===== src/rtl/visor_resultado_if.sv =====
// Bundle between the ALU/loader side and the LED display block.
// master drives operands and the button; slave drives the LED outputs.
interface visor_resultado_if #(
    parameter int BUS = 8,
    parameter int OP  = 6
);
    logic [BUS-1:0] a;
    logic [BUS-1:0] b;
    logic [OP-1:0]  op;
    logic [BUS-1:0] resultado;
    logic           boton_sig;
    logic [BUS-1:0] salida;
    logic [1:0]     pagina;
    logic           cambio;

    modport master (
        output a, b, op, resultado, boton_sig,
        input  salida, pagina, cambio
    );

    modport slave (
        input  a, b, op, resultado, boton_sig,
        output salida, pagina, cambio
    );
endinterface


===== src/rtl/visor_resultado.sv =====
// Paged LED viewer for A, B, opcode and ALU result, stepped by one button.
// Optional macro AUTO_SCROLL_EN adds a timed automatic page advance.
module visor_resultado #(
    parameter int BUS        = 8,
    parameter int OP         = 6,
    parameter int DEB_CYCLES = 16
`ifdef AUTO_SCROLL_EN
    ,
    parameter int SCROLL_DIV = 50000000
`endif
) (
    input  logic             clk,
    input  logic             reset,
    visor_resultado_if.slave vis
);

    typedef enum logic [1:0] {
        PAG_A   = 2'd0,
        PAG_B   = 2'd1,
        PAG_OP  = 2'd2,
        PAG_RES = 2'd3
    } pag_t;

    localparam int CW = $clog2(DEB_CYCLES);
    localparam logic [CW-1:0] CNT_MAX = CW'(DEB_CYCLES - 1);

    logic          r_s1;
    logic          r_s2;
    logic          r_estable;
    logic          r_estable_q;
    logic [CW-1:0] r_cnt;
    pag_t          r_pag;
    logic          r_cambio;
    logic [BUS-1:0] r_salida;

    logic           w_sube;
    logic           w_tick;
    logic           w_avanza;
    logic [BUS-1:0] w_op_ext;

    assign w_sube   = r_estable & ~r_estable_q;
    assign w_avanza = w_sube | w_tick;
    assign w_op_ext = BUS'(vis.op);

    // Two-flop synchroniser for the raw button
    always_ff @(posedge clk or posedge reset) begin
        if (reset) begin
            r_s1 <= 1'b0;
            r_s2 <= 1'b0;
        end else begin
            r_s1 <= vis.boton_sig;
            r_s2 <= r_s1;
        end
    end

    // Accept a new level only after DEB_CYCLES consecutive differing samples
    always_ff @(posedge clk or posedge reset) begin
        if (reset) begin
            r_estable <= 1'b0;
            r_cnt     <= '0;
        end else if (r_s2 == r_estable) begin
            r_cnt <= '0;
        end else if (r_cnt == CNT_MAX) begin
            r_estable <= ~r_estable;
            r_cnt     <= '0;
        end else begin
            r_cnt <= r_cnt + 1'b1;
        end
    end

    // Delayed debounced level for rising-edge detection
    always_ff @(posedge clk or posedge reset) begin
        if (reset) begin
            r_estable_q <= 1'b0;
        end else begin
            r_estable_q <= r_estable;
        end
    end

`ifdef AUTO_SCROLL_EN
    localparam int DW = (SCROLL_DIV > 1) ? $clog2(SCROLL_DIV) : 1;
    localparam logic [DW-1:0] DIV_MAX = DW'(SCROLL_DIV - 1);

    logic [DW-1:0] r_div;

    assign w_tick = (r_div == DIV_MAX);

    // Scroll divider; a manual press restarts the interval
    always_ff @(posedge clk or posedge reset) begin
        if (reset) begin
            r_div <= '0;
        end else if (w_sube || w_tick) begin
            r_div <= '0;
        end else begin
            r_div <= r_div + 1'b1;
        end
    end
`else
    assign w_tick = 1'b0;
`endif

    // Page FSM; press and tick together still advance only one page
    always_ff @(posedge clk or posedge reset) begin
        if (reset) begin
            r_pag    <= PAG_A;
            r_cambio <= 1'b0;
        end else begin
            r_cambio <= w_avanza;
            if (w_avanza) begin
                unique case (r_pag)
                    PAG_A:   r_pag <= PAG_B;
                    PAG_B:   r_pag <= PAG_OP;
                    PAG_OP:  r_pag <= PAG_RES;
                    PAG_RES: r_pag <= PAG_A;
                    default: r_pag <= PAG_A;
                endcase
            end
        end
    end

    // LED value follows the live source of the registered page
    always_ff @(posedge clk or posedge reset) begin
        if (reset) begin
            r_salida <= '0;
        end else begin
            unique case (r_pag)
                PAG_A:   r_salida <= vis.a;
                PAG_B:   r_salida <= vis.b;
                PAG_OP:  r_salida <= w_op_ext;
                PAG_RES: r_salida <= vis.resultado;
                default: r_salida <= '0;
            endcase
        end
    end

    assign vis.salida = r_salida;
    assign vis.pagina = r_pag;
    assign vis.cambio = r_cambio;

endmodule


===== src/flat_wrapper.sv =====
// flat-port wrapper written by rule: the top's interface ports become plain ports
module visor_resultado_flat 
#(
    parameter int BUS        = 8,
    parameter int OP         = 6,
    parameter int DEB_CYCLES = 16

)
  (clk, reset, vis_a, vis_b, vis_op, vis_resultado, vis_boton_sig, vis_salida, vis_pagina, vis_cambio);
  visor_resultado_if #(.BUS(BUS), .OP(OP)) vis_i ();
  input  logic clk;
  input  logic reset;
  input wire logic [$bits(vis_i.a)-1:0] vis_a;
  input wire logic [$bits(vis_i.b)-1:0] vis_b;
  input wire logic [$bits(vis_i.op)-1:0] vis_op;
  input wire logic [$bits(vis_i.resultado)-1:0] vis_resultado;
  input wire logic [$bits(vis_i.boton_sig)-1:0] vis_boton_sig;
  output wire logic [$bits(vis_i.salida)-1:0] vis_salida;
  output wire logic [$bits(vis_i.pagina)-1:0] vis_pagina;
  output wire logic [$bits(vis_i.cambio)-1:0] vis_cambio;
  assign vis_i.a = vis_a;
  assign vis_i.b = vis_b;
  assign vis_i.op = vis_op;
  assign vis_i.resultado = vis_resultado;
  assign vis_i.boton_sig = vis_boton_sig;
  assign vis_salida = vis_i.salida;
  assign vis_pagina = vis_i.pagina;
  assign vis_cambio = vis_i.cambio;
  visor_resultado #(.BUS(BUS), .OP(OP), .DEB_CYCLES(DEB_CYCLES)) u_core (.clk(clk), .reset(reset), .vis(vis_i));
endmodule

===== config.mk =====
export PLATFORM = sky130hd
export DESIGN_NAME = visor_resultado_flat
export DESIGN_NICKNAME = d
export VERILOG_FILES = /design/src/rtl/visor_resultado_if.sv /design/src/rtl/visor_resultado.sv /design/src/flat_wrapper.sv
export SDC_FILE = /design/constraint.sdc
export NUM_CORES = 1
export LEC_CHECK = 0
export ABC_CLOCK_PERIOD_IN_PS = 1550
export BUFFER_PORTS_ARGS = -buffer_cell sky130_fd_sc_hd__buf_2
export CORE_MARGIN = 2
export CORE_UTILIZATION = 43
export DETAILED_ROUTE_END_ITERATION = 10
export GPL_ROUTABILITY_DRIVEN = 0
export GPL_TIMING_DRIVEN = 0
export HOLD_SLACK_MARGIN = 0.12
export PLACE_DENSITY = 0.76
export RECOVER_POWER = 25
export SLEW_MARGIN = 30
export SYNTH_ARGS = -nofsm -noshare
export SYNTH_HDL_FRONTEND = slang
export SYNTH_SLANG_ARGS = --single-unit

===== constraint.sdc =====
create_clock -name clk -period 1.55 [get_ports clk]
set_input_delay 0.3875 -clock clk [delete_from_list [all_inputs] [get_ports clk]]
set_output_delay 0.3875 -clock clk [all_outputs]
set_load 0.005 [all_outputs]

Yosys cells after proc, flatten, opt, wreduce, memory -nomap -nowiden

Cells that the tools add are included.

Add/sub/neg operators: 1
Reductions and logical operators: 2
Multiplexer cells: 4
Equal/unequal tests: 5
Bitwise operators: 4

Operator list:

| operator              | count |
|---|---|
| $pmux W8 S4           | 1 |
| $mux W4               | 2 |
| $pmux W2 S4           | 1 |
| $add A4 B1 Y4 const B | 1 |
| $eq A2 B2 Y1 const B  | 2 |
| $eq A4 B4 Y1 const B  | 1 |
| $not A1 Y1            | 3 |
| $eq A2 B1 Y1 const B  | 1 |
| $logic_not A2 Y1      | 1 |
| $reduce_and A2 Y1     | 1 |
| $and A1 B1 Y1         | 1 |
| $eq A1 B1 Y1          | 1 |

Input bits: 33
Flip-flop bits (word level): 19
Output and inout port bits: 11

Logic depth before layout (Yosys ltp)

Word-level depth: 3
Gate-level depth with buffers: 5
Gate-level depth less buffers: 4

Least setup slack after synthesis

Ideal clock, no wire load.

Kind: reg2reg
From: register u_core.r_pag[1], in the netlist u_core.vis.pagina[1]
To: register u_core.r_salida[0], in the netlist u_core.vis.salida[0]
Setup slack: 0.282 ns
Path buffers: 1
Stages on the path, launching flop included: 6
Required time: 1.416 ns
Period minus slack after synthesis: 1.268 ns
Data arrival time: 1.133 ns
Path through: dfrtp_1 -> inv_1 -> ha_1 -> buf_6 -> a222oi_1 -> mux2i_1

Word-level cells in the longest chain between the ends: 2
Elaborated cells between the ends (all ways): 5
Those cells by class: eq/ne (3); mux (1); reduce/logical (1)

Ends and longest elaborated chain:

| item                                 | line                   | text |
|---|---|---|
| from (decl)                          | visor_resultado.sv:32  | `pag_t r_pag;` |
| from (signal assigned)               | visor_resultado.sv:105 | `r_pag <= PAG_A;` |
| from (signal assigned)               | visor_resultado.sv:111 | `PAG_A: r_pag <= PAG_B;` |
| from (signal assigned)               | visor_resultado.sv:112 | `PAG_B: r_pag <= PAG_OP;` |
| $eq A2 B2 Y1 (tied with other cells) | visor_resultado.sv:126 | `unique case (r_pag)` |
| $pmux W8 S4 (*)                      | visor_resultado.sv:126 |  |
| to (signal assigned)                 | visor_resultado.sv:127 | `PAG_A: r_salida <= vis.a;` |
| to (signal assigned)                 | visor_resultado.sv:128 | `PAG_B: r_salida <= vis.b;` |
| to (signal assigned)                 | visor_resultado.sv:129 | `PAG_OP: r_salida <= w_op_ext;` |
| to (decl)                            | visor_resultado.sv:34  | `logic [BUS-1:0] r_salida;` |

Mark *: on every way between the ends. The rest lies on a longest branch, timed or not.
A chain may end at the register's enable or synchronous reset.

Final worst setup path

Ends and elaborated chain as after synthesis.

==> results.ini <==
[worst_setup_path]
cp_slowest_stage_delay_ns=0.41
path_buf_inv=2
cp_cell_sequence=inv_1 > ha_1 > buf_6 > a222oi_1 > mux2i_1
cp.required_ns=1.73
r2r_start=u_core.vis.pagina[1]
start_kind=flop
cp_top_family=flip-flops
critPathKind=reg2reg
crit_start=u_core.vis.pagina[1]
end_kind=flop
crit_path_top_delay_cell=dfrtp_1
critPathArrivalTime_ns=1.57
crit_fanout=8

[synthesis]
synth_xor_area_frac=0.02044
yosys.area_share.adder=0.07299
synth-seq-cells=19
synth_warnings=0
syn_inst=71
synth_largest_area_cell=dfrtp_1
synth-compound-area-share=0.1343
synth.distinct_cells=20
netlist.area_leader.share=0.5547
synth_nets=109
ys_top_cells_by_area=dfrtp_1 (55%), ha_1 (7.3%), a222oi_1 (7.0%), mux2i_1 (7.0%), inv_1 (4.4%)
syn_area_per_cell_sq_um=12.07
synth_top_family_by_area=compound AO/OA/AOI/OAI gates
synth-simple-area-share=0.05839
synth_mux_area_frac=0.08321
ys_seq_area_frac=0.5547
synthesis.area_sq_um=857.1

[clock_network]
path_clk_slew_ns=0.10
clk_path_buf_depth=2
cts_root_buffer=clkbuf_4
tritoncts=done
clkLatencyLatePin_ns=0.30
cts_resized=0
cts_buffers=3
h-tree-depth=1
cts_setup_buffers=0
cts_sinks=19
hold_buffers=0

[cells_and_area]
multi_input_area_sq_um=316.6
nets=157
antenna-diode-count=0
fin_util=0.5898
design_area_sq_mm=0.001134
n_fill_cell=188
regArea_sq_um=475.5
area_delta_synth_final_pct=32.26
drive_above_1_share=0.4237

[power]
ir_worst_vdd_v=0.0006049
power.leakage_nw=0.6328
power.density_mw_per_mm2=767.5

[global_route]
antenna_found_initial=0
grt_pass1_vias=647
overflow=0
grt_max_degree=20
grt_pass1_wl_um=2835
track_usage=0.1588

[timing]
slew_headroom=0.5478
setup_viol=0
rsz0062_at_grt=no
period_needed_ns=1.389
setup_slack_ns=0.1613
worst_slew_pin_slew_ns=0.6776
fmax_mhz=720.1
hold_violations=0
timing.final.crit_share=0.8960
slew_viol_final=0
fin_setup_tns_ns=0
clock-skew-final_ns=0.001331

[floorplan]
core_sq_mm=0.001922
die_h_um=48.65
start_util=0.4460
core.rowCount=16
io_pins=44
die_w_um=48.65
dieArea_sq_mm=0.002366

[route]
vias=705
vias_per_cell=4.862
ant_nets=0
drt-wirelength-per-cell_um=12.13
drtIter0Drc=19
drc=0
dr.pass1.iters=5
drt-total-wl_um=1759

[min_path]
hold_class=in2async

[placement]
placement.cell_area_sq_mm=0.001106
port_buffers=43
place_ws_ns=0.1494
dp_hpwl_um=1351

[status]
status=finished clean

[run]
cap_violations=0

[per-stage QoR]
step	total power [mW]	instances	hold slack (ns)
3_3_place_gp	0.6317	141	0.3422
4_1_cts	0.8838	145	0.1741
5_1_grt	0.9248	145	0.1552
3_5_place_dp	0.6351	141	0.3448
2_1_floorplan	0.5761	71	0.3312
6_report	0.8700	145	0.1717
[layout by cell type, fill, tap and decap left out, drive strengths merged, types with 3 or more instances in the layout]
master  count
clkbuf      3
buf        46
inv        10
mux2i       6
dfrtp      19
a222oi      6
ha          5
nand2       3
o21ai       6
[power breakdown]
group          switching [mW]  internal (mW)
logic                  0.0434         0.0547
registers              0.0102          0.515
clock network           0.150         0.0962
[kinds of logic after synthesis]
family                   Yosys count
flip-flops                        19
AO/OA/AOI/OAI                     16
buffers and inverters             13
AND/OR/NAND/NOR                    9
multiplexers                       7
adder cells (fa/ha/maj)            5
XOR/XNOR                           2
[per-layer routing]
layer  share of wire  global-route usage
met5               0                   0
met4           0.017             0.06190
met3           0.061             0.06790
met2            0.53              0.2648
met1            0.39              0.1791
[cells in the mapped netlist (all sizes together)]
library cell / n
ha: 5
and2b: 1
a222oi: 6
dfrtp: 19
a21oi: 2
a22oi: 2
inv: 10
buf: 3
mux2i: 6
mux2: 1
nand4b: 1
nand2: 3
nor2b: 1
nand3: 1
o21ai: 6
nor3b: 1
xnor2: 2
nor2: 1
[registers in the layout, summed over array words and instances, names as in the netlist]
| name | count |
|---|---|
| u_core.r_s2 | 1 |
| u_core.vis.pagina | 2 |
| u_core.r_s1 | 1 |
| u_core.r_estable | 1 |
| u_core.r_cnt | 4 |
| u_core.vis.salida | 8 |
| u_core.vis.cambio | 1 |
| u_core.r_estable_q | 1 |
[worst paths after layout]
kind / slack (ns) / cells after the start / endpoint
worst max register to register: 0.16 / 5 / u_core.vis.salida[0]
worst min register to register: 0.36 / 0 / u_core.r_s2
worst max-delay path: 0.16 / 5 / u_core.vis.salida[0]
max in group asynchronous: 0.95 / 2 / u_core.r_estable
min in group clk: 0.19 / 1 / u_core.r_s1
worst min-delay path: 0.17 / 2 / u_core.r_cnt[3]
[final cells by class]
type	instances	share of cell area
plain buffers	3	0.02428
clock buffers	3	0.01987
clock inverters	1	0.004415
inverters	10	0.03311
multi-input cells	39	0.2792
flip-flops and latches	19	0.4194
well taps	27	0.02980
repair buffers	43	0.1898
No activity file was read; power rests on OpenSTA's default activity.
